--- src/rtl/uart_rx_param.sv ---
// Oversampling UART receiver: 2-flop synchroniser, 3-sample majority vote, configurable
// data width, optional parity, 1/2 stop bits, break detection, config latched per frame.
module uart_rx_param #(
   parameter int DATA_WIDTH = 8,
   parameter int PRESCALE_W = 6
) (
   input  logic                  CLK,
   input  logic                  RST,
   input  logic                  RX_IN,
   input  logic                  Parity_en,
   input  logic                  Parity_type,
   input  logic                  Two_stop,
   input  logic [PRESCALE_W-1:0] Prescale,
   output logic [DATA_WIDTH-1:0] P_DATA,
   output logic                  DATA_VALID,
   output logic                  Parity_error,
   output logic                  Stop_error,
   output logic                  Break_det
);

   localparam int BW = (DATA_WIDTH > 1) ? $clog2(DATA_WIDTH) : 1;
   localparam logic [BW-1:0]         LAST_BIT = BW'(DATA_WIDTH - 1);
   localparam logic [BW-1:0]         BIT_ONE  = BW'(1);
   localparam logic [PRESCALE_W-1:0] ONE      = PRESCALE_W'(1);

   typedef enum logic [2:0] {
      S_IDLE, S_START, S_DATA, S_PARITY, S_STOP1, S_STOP2, S_DONE
   } state_e;

   state_e                  state_q;
   logic [1:0]              sync_q;
   logic [PRESCALE_W-1:0]   edge_q, presc_q;
   logic [BW-1:0]           bit_q;
   logic [DATA_WIDTH-1:0]   data_q, p_data_q;
   logic                    smp0_q, smp1_q;
   logic                    pen_q, ptype_q, two_q;
   logic                    err_p_q, err_s_q, pvote_q, armed_q;
   logic                    dv_q, pe_q, se_q, bk_q;

   logic                    rx_s, vote, at_mid, at_end, brk;
   logic [PRESCALE_W-1:0]   half, half_m1, half_p1, last, edge_d;

   assign rx_s    = sync_q[1];
   assign half    = presc_q >> 1;
   assign half_m1 = half - ONE;
   assign half_p1 = half + ONE;
   assign last    = presc_q - ONE;
   assign at_mid  = (edge_q == half_p1);
   assign at_end  = (edge_q == last);
   assign edge_d  = at_end ? '0 : edge_q + ONE;
   // Third sample is the live synchronised bit, so the vote resolves on the mid+1 cycle.
   assign vote    = (smp0_q & smp1_q) | (smp0_q & rx_s) | (smp1_q & rx_s);
   assign brk     = (data_q == '0) & err_s_q & (!pvote_q | !pen_q);

   assign P_DATA       = p_data_q;
   assign DATA_VALID   = dv_q;
   assign Parity_error = pe_q;
   assign Stop_error   = se_q;
   assign Break_det    = bk_q;

   always_ff @(posedge CLK or posedge RST) begin
      if (RST) begin
         state_q  <= S_IDLE;
         sync_q   <= 2'b11;
         edge_q   <= '0;
         presc_q  <= '0;
         bit_q    <= '0;
         data_q   <= '0;
         p_data_q <= '0;
         smp0_q   <= 1'b1;
         smp1_q   <= 1'b1;
         pen_q    <= 1'b0;
         ptype_q  <= 1'b0;
         two_q    <= 1'b0;
         err_p_q  <= 1'b0;
         err_s_q  <= 1'b0;
         pvote_q  <= 1'b0;
         armed_q  <= 1'b1;
         dv_q     <= 1'b0;
         pe_q     <= 1'b0;
         se_q     <= 1'b0;
         bk_q     <= 1'b0;
      end else begin
         sync_q <= {sync_q[0], RX_IN};
         dv_q   <= 1'b0;
         pe_q   <= 1'b0;
         se_q   <= 1'b0;
         bk_q   <= 1'b0;
         if (state_q != S_IDLE) edge_q <= edge_d;
         if (edge_q == half_m1) smp0_q <= rx_s;
         if (edge_q == half)    smp1_q <= rx_s;
         case (state_q)
            S_IDLE: begin
               // After a break the line must be seen high before a new start is accepted.
               if (rx_s) armed_q <= 1'b1;
               else if (armed_q) begin
                  state_q <= S_START;
                  edge_q  <= '0;
                  pen_q   <= Parity_en;
                  ptype_q <= Parity_type;
                  two_q   <= Two_stop;
                  presc_q <= Prescale;
                  err_p_q <= 1'b0;
                  err_s_q <= 1'b0;
                  pvote_q <= 1'b0;
               end
            end
            S_START: begin
               if (at_mid && vote) state_q <= S_IDLE;
               else if (at_end) begin
                  state_q <= S_DATA;
                  bit_q   <= '0;
               end
            end
            S_DATA: begin
               if (at_mid) data_q[bit_q] <= vote;
               if (at_end) begin
                  if (bit_q == LAST_BIT) state_q <= pen_q ? S_PARITY : S_STOP1;
                  else bit_q <= bit_q + BIT_ONE;
               end
            end
            S_PARITY: begin
               if (at_mid) begin
                  pvote_q <= vote;
                  err_p_q <= vote ^ (^data_q) ^ ptype_q;
               end
               if (at_end) state_q <= S_STOP1;
            end
            S_STOP1: begin
               if (at_mid) begin
                  err_s_q <= !vote;
                  if (!two_q) state_q <= S_DONE;
               end else if (at_end && two_q) state_q <= S_STOP2;
            end
            S_STOP2: begin
               if (at_mid) begin
                  err_s_q <= err_s_q | !vote;
                  state_q <= S_DONE;
               end
            end
            S_DONE: begin
               state_q <= S_IDLE;
               dv_q    <= !err_p_q & !err_s_q;
               pe_q    <= err_p_q;
               se_q    <= err_s_q;
               bk_q    <= brk;
               if (brk) armed_q <= 1'b0;
               if (!err_p_q && !err_s_q) p_data_q <= data_q;
            end
            default: state_q <= S_IDLE;
         endcase
      end
   end

endmodule
--- config.mk ---
export PLATFORM = sky130hd
export DESIGN_NAME = uart_rx_param
export DESIGN_NICKNAME = d
export VERILOG_FILES = /design/src/rtl/uart_rx_param.sv
export SDC_FILE = /design/constraint.sdc
export NUM_CORES = 1
export LEC_CHECK = 0
export BUFFER_PORTS_ARGS = -buffer_cell sky130_fd_sc_hd__buf_2
export CAP_MARGIN = 20
export CELL_PAD_IN_SITES_DETAIL_PLACEMENT = 0
export CELL_PAD_IN_SITES_GLOBAL_PLACEMENT = 1
export CORE_ASPECT_RATIO = 1.1
export CORE_MARGIN = 2
export CORE_UTILIZATION = 45
export DETAILED_ROUTE_END_ITERATION = 8
export HOLD_SLACK_MARGIN = 0.12
export PLACE_DENSITY_LB_ADDON = 0.1
export SLEW_MARGIN = 20
export SYNTH_ARGS = -nofsm -noshare
export SYNTH_HDL_FRONTEND = slang
export SYNTH_SLANG_ARGS = --single-unit
--- constraint.sdc ---
create_clock -name CLK -period 8 [get_ports CLK]
set_input_delay 0.8 -clock CLK [delete_from_list [all_inputs] [get_ports CLK]]
set_output_delay 0.8 -clock CLK [all_outputs]
set_load 0.1 [all_outputs]
==> results of run 1 <==
==> critical path: cells and delay by family, from the launching register on <==
family                   cells  cell delay, ns
XOR/XNOR                     1            0.17
buffers and inverters        1            0.13
AND/OR/NAND/NOR              3            0.86
adder cells (fa/ha/maj)      1            0.25
AO/OA/AOI/OAI                2            0.54
flip-flops                   1            0.52
multiplexers                 1            0.36
==> Yosys cell counts, drive strengths merged, types with 4 or more instances <==
cell type / instances / area (sq um)
xnor2: 17 / 156
nand3: 15 / 75.1
dfstp: 5 / 131
ha: 11 / 138
xor2: 10 / 87.6
nor2b: 4 / 25.0
nor2: 18 / 67.6
a21oi: 7 / 35.0
nor3: 10 / 50.1
clkbuf: 9 / 36.3
dfrtp: 44 / 1100
mux2: 14 / 158
buf: 5 / 36.3
nand2b: 4 / 25.0
o21ai: 17 / 85.1
mux2i: 10 / 100
nand2: 26 / 105
inv: 18 / 67.6
==> final cells by class <==
| cell class | count | area share (%) |
|---|---|---|
| flip-flops and latches | 49 | 40.1 |
| multi-input cells | 203 | 46.6 |
| well taps | 80 | 3.26 |
| clock buffers | 7 | 2.81 |
| inverters | 18 | 2.24 |
| clock inverters | 1 | 0.977 |
| repair buffers | 24 | 3.99 |
==> cells in the final DEF, fill, tap and decap left out, types with 4 or more instances in the layout <==
| cell | count |
|---|---|
| xor2_1 | 10 |
| dfstp_2 | 5 |
| nand3_1 | 15 |
| buf_2 | 23 |
| xnor2_1 | 16 |
| nand2b_1 | 4 |
| nand2_1 | 25 |
| nor3_1 | 10 |
| mux2i_1 | 10 |
| nor2_1 | 18 |
| o21ai_0 | 17 |
| a21oi_1 | 7 |
| nor2b_1 | 4 |
| mux2_2 | 13 |
| ha_1 | 11 |
| inv_1 | 17 |
| clkbuf_8 | 6 |
| dfrtp_1 | 44 |
==> path summary, 6_finish.rpt <==
| path | start | endpoint | slack, ns | cells past startpoint |
|---|---|---|---|---|
| max in group asynchronous | RST | presc_q[5] | 6.86 | 2 |
| worst max-delay path | presc_q[2] | state_q[1] | 5.07 | 9 |
| min in group asynchronous | RST | state_q[0] | 0.62 | 2 |
| worst min-delay path | sync_q[0] | sync_q[1] | 0.36 | 0 |
| worst max register to register | presc_q[2] | state_q[1] | 5.07 | 9 |
| worst min register to register | sync_q[0] | sync_q[1] | 0.36 | 0 |
==> layer usage <==
layer | vias up | wire (microns) | track usage (%)
met5 | - | 0 | 0
met4 | 0 | 133 | 7.05
met3 | 9 | 180 | 3.02
met2 | 34 | 2900 | 31.7
met1 | 980 | 2640 | 25.3
li1 | 1005 | - | -
==> power by group <==
part           total (mW)  internal (mW)  switching, mW
registers           0.419          0.310          0.110
clock network       0.185          0.102         0.0826
logic               0.476          0.219          0.257
==> logic make-up (layout without fill, tap and decap cells) <==
kind of cell	Yosys count	count (layout)	share of synthesized area, %
compound gates	41	41	9.59
xor+xnor	27	27	8.70
fa+ha+maj	11	11	4.91
buf+inv	32	50	5.00
flops	49	49	43.9
mux	24	24	9.19
simple gates	100	100	18.7
==> flip-flops by register name, summed over array words and instances (netlist names), 2 cells and up <==
| name | count |
|---|---|
| bit_q | 3 |
| state_q | 3 |
| presc_q | 6 |
| edge_q | 6 |
| sync_q | 2 |
| P_DATA | 8 |
| data_q | 8 |
==> metrics by stage <==
stage	area [sq um]	setup slack [ns]
final	3070	5.07
after CTS	3070	5.07
after detailed placement	2960	5.08
after global routing	3070	4.88
after global placement	2960	5.17
after floorplan	2810	5.31
==> results.md, run 1 <==
- Status: completed
- Layout cell share with drive strength beyond 1: 19.9%
- Final wirelength: 5.86 mm
- EDFF count, synth: 0
- Worst rel slew slack: 43.2%
- Yosys reg bits: 49
- CTS Buffer Depth: 2
- Num CTS Buffers: 5
- # nets final: 324
- Clk slew on worst S/H paths: 0.10 ns
- DR vias/cell: 5.31
- Flip-flop and latch area: between 0.001 and 0.0015 sq mm
- CTS tree: built
- Die X: approximately 79 microns
- Worst hold-check path type: reg2reg
- First-pass GRT wire length: 10.2 mm
- PostCTS Resize Cnt: 0
- VDD IR-drop max: 0.123 mV
- GR Overflow Total: 0
- Post-synth ARST share: 100%
- Largest net degree at the start of global routing: 50
- Cell Pwr Density: 352 mW/mm^2
- Final Non-Filler Cells: 382
- Fillcell total: around 580
- Syn Inst Count: 284
- Worst path slowest cell: or4_4
- CTS Root Cell: clkbuf_8
- Setup TNS: 0 ns
- H-tree levels: 2
- Residual DRC: 0
- Max Cap Violations: 0
- Fin. Hold Viols: 0
- Starting Density: 45.8%
- Tcrit/Tclk final: 36.7%
- Crit path max fanout: 11
- Static leakage: approximately 1.4 nW
- Worst-Skew Late Latency: 0.31 ns
- GRT Resource Usage Total: 19.1%
- Fin. max-slew vios: 0
- Unique masters post-synth: 53
- Top achievable clock speed: 341 MHz
- IO Count: 24
- WL per Instance: 15.3 microns
- DR pass1 iterations: 4
- Crit Path Class: reg2reg
- Hold slack: 0.359 ns
- Synthesis-to-layout area growth: 9.55%
- Final setup viols: 0
- Critical Path Max Stage Delay: 0.53 ns
- DR iter-0 viols: 97
- Mapped Nets: ~310
- Vias: 2028
- Antenna Violating Nets Remaining: 0
- Worst EP required: 8.20 ns
- Total power: 1.08 mW
- # hold bufs at CTS: 0
- Diodes inserted: 0
- CP endpoint kind: flop
- Seq/Total Area, Yosys: a little over two fifths
- # Post-CTS Setup Buffers: 0
- Port buffer count: 23
- Critical Path, Cell by Cell: inv_1, ha_1, nor3b_2, nand2_1, xnor2_2, o2111ai_2, or4_4, a311oi_1, mux2_1
- Startpoint types: flop
- FP Rows: 30
- Cell count after placement: 374
- Measured slew at the worst slew-check pin: 0.850 ns
- Final Wtd Congestion: 0.798
- Worst Path Arrival: 3.13 ns
- Main synth FF type: dfrtp_1
- Clock sinks: 49
- Dpl hpwl: 4.24 mm
- Syn Area/Cell: 9.88 sq um
- Synth Warn #: 0
- Vias in the first global route: ~2100
- Worst clock skew: 0.0171 ns
- Antenna violations before repair: 0
- RSZ-0062 raised after global routing: false
- Die height: roughly 87 microns
- Multi-input logic area: 0.00143 sq mm
- Minimum clock period: between 2 and 3 ns
- Final Core Density: 50.2%
- Die Area: 0.00688 sq mm
- Synthesized area: between 0.002 and 0.003 sq mm
- Core area: 0.00612 sq mm
No activity file was read; power rests on OpenSTA's default activity.
==> run 2, diff against run 1 <==
CORE_UTILIZATION = 42   (was 45)
clock period = 2.6 ns   (was 8 ns; I/O delays follow)
==> results.md, run 2 (synthesis gave the netlist of run 1 again) <==
- Antenna violations before repair: 0 (unchanged)
- Status: completed
- FP Rows: 31 (+3.3%)
- Reg-to-Reg Start: presc_q[2]
- Dpl hpwl: 4.73 mm (+11%)
- Antenna Violating Nets Remaining: 0 (unchanged)
- Max Cap Violations: 0 (unchanged)
- DR vias/cell: 5.25 (-1.1%)
- Commonest non-fill, non-tap cell in the layout: dfrtp_1
- Measured slew at the worst slew-check pin: 0.626 ns (-0.225 ns)
- Placed cell areas: 0.00313 sq mm (+6.1%)
- Fin. max-slew vios: 0 (unchanged)
- Die X: 81.9 microns (+3.3%)
- Clock sinks: 49 (unchanged)
- RSZ-0062 raised after global routing: true
- Worst clock skew: 0.0110 ns (-0.00611 ns)
- Vias in the first global route: 2181 (+6.4%)
- Cell Pwr Density: 1080 mW/mm^2 (+210%)
- Fin worst setup slack: 0.0771 ns (-4.99 ns)
- IO Count: 24 (unchanged)
- CTS tree: built
- H-tree levels: 2 (unchanged)
- Crit path max fanout: 6 (-5)
- FF-to-FF End: state_q[1]
- Die Area: 0.00735 sq mm (+6.8%)
- Final Core Density: 50.4% (+0.14 points)
- Synthesis-to-layout area growth: 17.0%
- CP endpoint kind: flop
- Crit Path Class: reg2reg
- WL per Instance: 15.7 microns (+2.1%)
- Worst hold-check path type: in2async
- Most frequent cells in the layout: dfrtp_1 (41), nand2_1 (25), buf_4 (25)
- Minimum clock period: 2.52 ns (-0.409 ns)
- Worst rel slew slack: 58.3% (+15 points)
- VDD IR-drop max: 0.408 mV (+230%)
- CTS Root Cell: clkbuf_8
- Port buffer count: 23 (unchanged)
- Startpoint types: flop
- DR iter-0 viols: 46 (-53%)
- Vias: 2148 (+5.9%)
- Final Cell Area: 0.00328 sq mm (+6.8%)
- Num CTS Buffers: 5 (unchanged)
- Setup slack at placement: -0.00721 ns (-5.09 ns)
- Total power: 3.54 mW (+230%)
- Static leakage: 1.49 nW (+7.0%)
- Diodes inserted: 0 (unchanged)
- Core area: 0.00652 sq mm (+6.5%)
- Layout cell share with drive strength beyond 1: 28.7% (+8.9 points)
- Residual DRC: 0 (unchanged)
- CTS Buffer Depth: 2 (unchanged)
- Final setup viols: 0 (unchanged)
- Final Wtd Congestion: 0.834 (+4.5%)
- GRT Resource Usage Total: 18.9% (-0.16 points)
- Fillcell total: 635 (+9.9%)
- Final Non-Filler Cells: 409 (+7.1%)
- Fin. Hold Viols: 0 (unchanged)
- Final wirelength: 6.40 mm (+9.4%)
- # nets final: 349 (+7.7%)
- FF-to-FF path depth: 9 (unchanged)
- R2R Setup Slk: 0.08 ns (-4.99 ns)
- Worst EP required: 2.79 ns (-5.41 ns)
- GR Overflow Total: 0 (unchanged)
- Worst-Skew Late Latency: 0.30 ns (about the same)
- Tcrit/Tclk final: 97.0% (+60 points)
- Clk slew on worst S/H paths: 0.09 ns (about the same)
- Largest net degree at the start of global routing: 50 (unchanged)
- Die height: 89.7 microns (+3.4%)
- Top achievable clock speed: 396 MHz (+16%)
- Worst Path Arrival: 2.71 ns (-0.42 ns)
- DR pass1 iterations: 4 (unchanged)
- Cell count after placement: 397 (+6.1%)
- Starting Density: 43.0% (-2.8 points)
- First-pass GRT wire length: 10.8 mm (+5.1%)
-- run 2: worst max-delay path: stages (launching register included) --
cell and delay, ns:
dfrtp_2 0.45, inv_2 0.09, ha_4 0.13, nor3b_2 0.18
nand2_1 0.11, xnor2_2 0.17, o2111ai_2 0.16, or4_4 0.53
a311oi_2 0.24, mux2_1 0.34
-- run 2: worst max path at each step --
| stage | from | endpoint | slack [ns] |
|---|---|---|---|
| after floorplan | presc_q[1] | state_q[1] | 0.03 |
| after global placement | presc_q[1] | state_q[1] | 0.06 |
| after detailed placement | presc_q[1] | state_q[1] | -0.007 |
| after CTS | presc_q[2] | state_q[1] | 0.004 |
| after global routing | presc_q[2] | state_q[1] | -0.05 |
| final | presc_q[2] | state_q[1] | 0.08 |
-- run 2: repair_timing --
action / 4_1_cts / 5_1_grt
pin swaps: 0 / 2
hold buffers: 1 / 0
gates resized for setup: 5 / 3
setup buffers: 0 / 3
endpoints found under the setup margin: 1 / 7
endpoints found under the hold margin: 1 / 0
-- run 2: area by class of cell --
cell class              instances  area (sq um)  area share, %
well taps                      82           103           3.13
clock buffers                   6          72.6           2.21
clock inverters                 2          15.0          0.457
flip-flops and latches         49          1240           37.7
multi-input cells             203          1480           44.9
repair buffers                 49           313           9.53
inverters                      18          67.6           2.06
-- run 2: power by group --
part	internal, mW	switching, mW	leakage (nW)
clock network	0.190	0.260	0.0374
logic	0.888	0.973	0.815
registers	0.961	0.272	0.633
total	2.04	1.50	1.49
-- run 2: per-layer routing --
metal,part of all wire [%],global-route usage [%],vias to the layer above
li1,-,-,1056
met1,44,25.2,1060
met2,52,31.4,21
met3,1.7,2.91,11
met4,1.7,5.69,0
met5,0,0,-
-- run 2: metrics by stage --
stage	hold slack (ns)	TNS (ns)
2_1_floorplan	0.264	0
3_3_place_gp	0.346	0
3_5_place_dp	0.348	-0.00721
4_1_cts	0.137	0
5_1_grt	0.182	-0.107
6_report	0.110	0
==> run 3, diff against run 2 <==
CORE_UTILIZATION = 45   (was 42)
clock period = 2.45 ns   (was 2.6 ns; I/O delays follow)
==> results.md, run 3 (synthesis gave the netlist of run 1 again) <==
- Sw frac: 41.4% (-1.0 points)
- Crit path max fanout: 6 (unchanged)
- # nets final: 371 (+6.3%)
- H-tree levels: 2 (unchanged)
- Dpl hpwl: 4.81 mm (+1.7%)
- GRT Resource Usage Total: 20.0% (+1.0 points)
- Synthesis-to-layout area growth: 24.8%
- First-pass GRT wire length: 10.6 mm (-2.0%)
- Final wirelength: 6.47 mm (+1.1%)
- Net Sw Power: 1.70 mW (+13%)
- Port buffer count: 23 (unchanged)
- CTS tree: built
- Vias in the first global route: 2212 (+1.4%)
- Final setup viols: 2 (+2)
- GR Util met1: 24.3% (-0.88 points)
- RSZ-0062 raised after global routing: true
- Combinational share of power: 58.3% (+5.8 points)
- Failing checks: negative setup slack
- Core area: 0.00612 sq mm (-6.1%)
- Largest net degree at the start of global routing: 23 (-54%)
- Clk slew on worst S/H paths: 0.09 ns (about the same)
- Clock sinks: 49 (unchanged)
- CTS Buffer Depth: 2 (unchanged)
- Fin. max-slew vios: 0 (unchanged)
- Antenna Violating Nets Remaining: 0 (unchanged)
- WL per Instance: 15.1 microns (-3.6%)
- Crit Path Class: reg2reg
- CTS Root Cell: clkbuf_8
- Worst EP required: 2.64 ns (-0.15 ns)
- Worst-Skew Late Latency: 0.30 ns (about the same)
- Fin. Hold Viols: 0 (unchanged)
- Worst Path Arrival: 2.70 ns (about the same)
- Tcrit/Tclk final: 103% (+5.5 points)
- Starting Density: 45.8% (+2.8 points)
- GR Overflow Total: 0 (unchanged)
- Seq pwr share: 29.9% (-4.9 points)
- Fillcell total: 563 (-11%)
- Die X: 79.3 microns (-3.2%)
- Clock power share: 11.8% (-0.9 points)
- IO Count: 24 (unchanged)
- DR pass1 iterations: 4 (unchanged)
- Commonest non-fill, non-tap cell in the layout: buf_4
- Met3 GRT Util: 3.13% (+0.21 points)
- Die height: 86.8 microns (-3.2%)
- Most frequent cells in the layout: buf_4 (45), dfrtp_1 (41), nand2_1 (24)
- Max Cap Violations: 0 (unchanged)
- Pint: 2.40 mW (+18%)
- Diodes inserted: 0 (unchanged)
- VDD IR-drop max: 0.462 mV (+13%)
- Layout cell share with drive strength beyond 1: 34.1% (+5.4 points)
- Worst hold-check path type: in2reg
- DR iter-0 viols: 74 (+61%)
- Total power: 4.10 mW (+16%)
- Static leakage: 1.61 nW (+8.7%)
- Residual DRC: 0 (unchanged)
- Most used routing layer: met2
- Fin worst setup slack: -0.0623 ns (-0.139 ns)
- Vias: 2208 (+2.8%)
- Cell Pwr Density: 1170 mW/mm^2 (+8.4%)
- Worst clock skew: 0.00920 ns (-0.00179 ns)
- Antenna violations before repair: 0 (unchanged)
- Measured slew at the worst slew-check pin: 0.589 ns (-0.0367 ns)
- Met2 usage: 35.0% (+3.5 points)
- Top achievable clock speed: 398 MHz (+0.42%)
- Hold slack: 0.167 ns (+0.0572 ns)
- R2R Setup Slk: -0.06 ns (-0.14 ns)
- Minimum clock period: 2.51 ns (-0.0106 ns)
- Final Wtd Congestion: 0.810 (-2.8%)
- Startpoint types: flop
- DR vias/cell: 5.15 (-2.0%)
- FP Rows: 30 (-3.2%)
- Die Area: 0.00688 sq mm (-6.4%)
- CP endpoint kind: flop
- Flip-flop and latch area: 0.00124 sq mm (unchanged)
- Num CTS Buffers: 5 (unchanged)
- Multi-input logic area: 0.00152 sq mm (+3.1%)
- Status: complete, but fails checks
- Worst rel slew slack: 60.6% (+2.3 points)
==> run 3: cell type report <==
type | instances | area share (%)
sequential | 49 | 35.3
clock inverter | 3 | 0.608
multi-input combinational | 203 | 43.4
clock buffer | 5 | 1.97
timing repair buffer | 71 | 13.8
tap | 80 | 2.86
inverter | 18 | 2.00
==> run 3: worst paths after layout <==
path	startpoint	endpoint	cells past startpoint
setup / recovery	presc_q[2]	state_q[1]	9
hold / removal	Prescale[5]	presc_q[5]	2
setup reg to reg	presc_q[2]	state_q[1]	9
hold reg to reg	sync_q[0]	sync_q[1]	0
max in group asynchronous	RST	sync_q[1]	4
min in group asynchronous	RST	err_s_q	3
==> run 3: power by group through the flow <==
stage	clock network [mW]	registers, mW	logic, mW
3_3_place_gp	0	1.24	2.11
6_report	0.485	1.23	2.39
4_1_cts	0.507	1.22	2.27
5_1_grt	0.539	1.26	2.62
3_5_place_dp	0	1.24	2.14
2_1_floorplan	0	1.24	1.44
==> run 3: worst max-delay path, stage by stage, from the launching register on <==
cell and delay, ns:
dfrtp_2 0.46, inv_4 0.08, ha_4 0.12, nor3b_4 0.22, nand2_2 0.09, xnor2_2 0.18, o2111ai_4 0.15, or4_4 0.52
a311oi_2 0.22, mux2_1 0.34
==> run 3: metal layers <==
metal	vias up	part of all wire (%)
met4	0	2.7
met1	1064	42
met5	-	0
met2	31	53
li1	1102	-
met3	11	2.1
==> run 3: timing repair <==
action                                  CTS  global route
gates resized for setup                   6             9
hold endpoints to repair                 20             0
setup buffers                             4             5
hold buffers                              2             0
pin swaps                                 6             4
endpoints found under the setup margin    9            14
==> run 3: metrics by stage <==
step           instance area (sq um)  TNS [ns]  utilization, %  setup slack [ns]  instances
2_1_floorplan                   2830    -0.119               -           -0.0899        284
3_3_place_gp                    3250    -0.149            53.1            -0.102        410
3_5_place_dp                    3250    -0.415            53.1            -0.180        410
4_1_cts                         3430    -0.214            56.0            -0.140        424
5_1_grt                         3500    -0.425            57.2            -0.195        429
6_report                        3500    -0.110            57.2           -0.0623        429
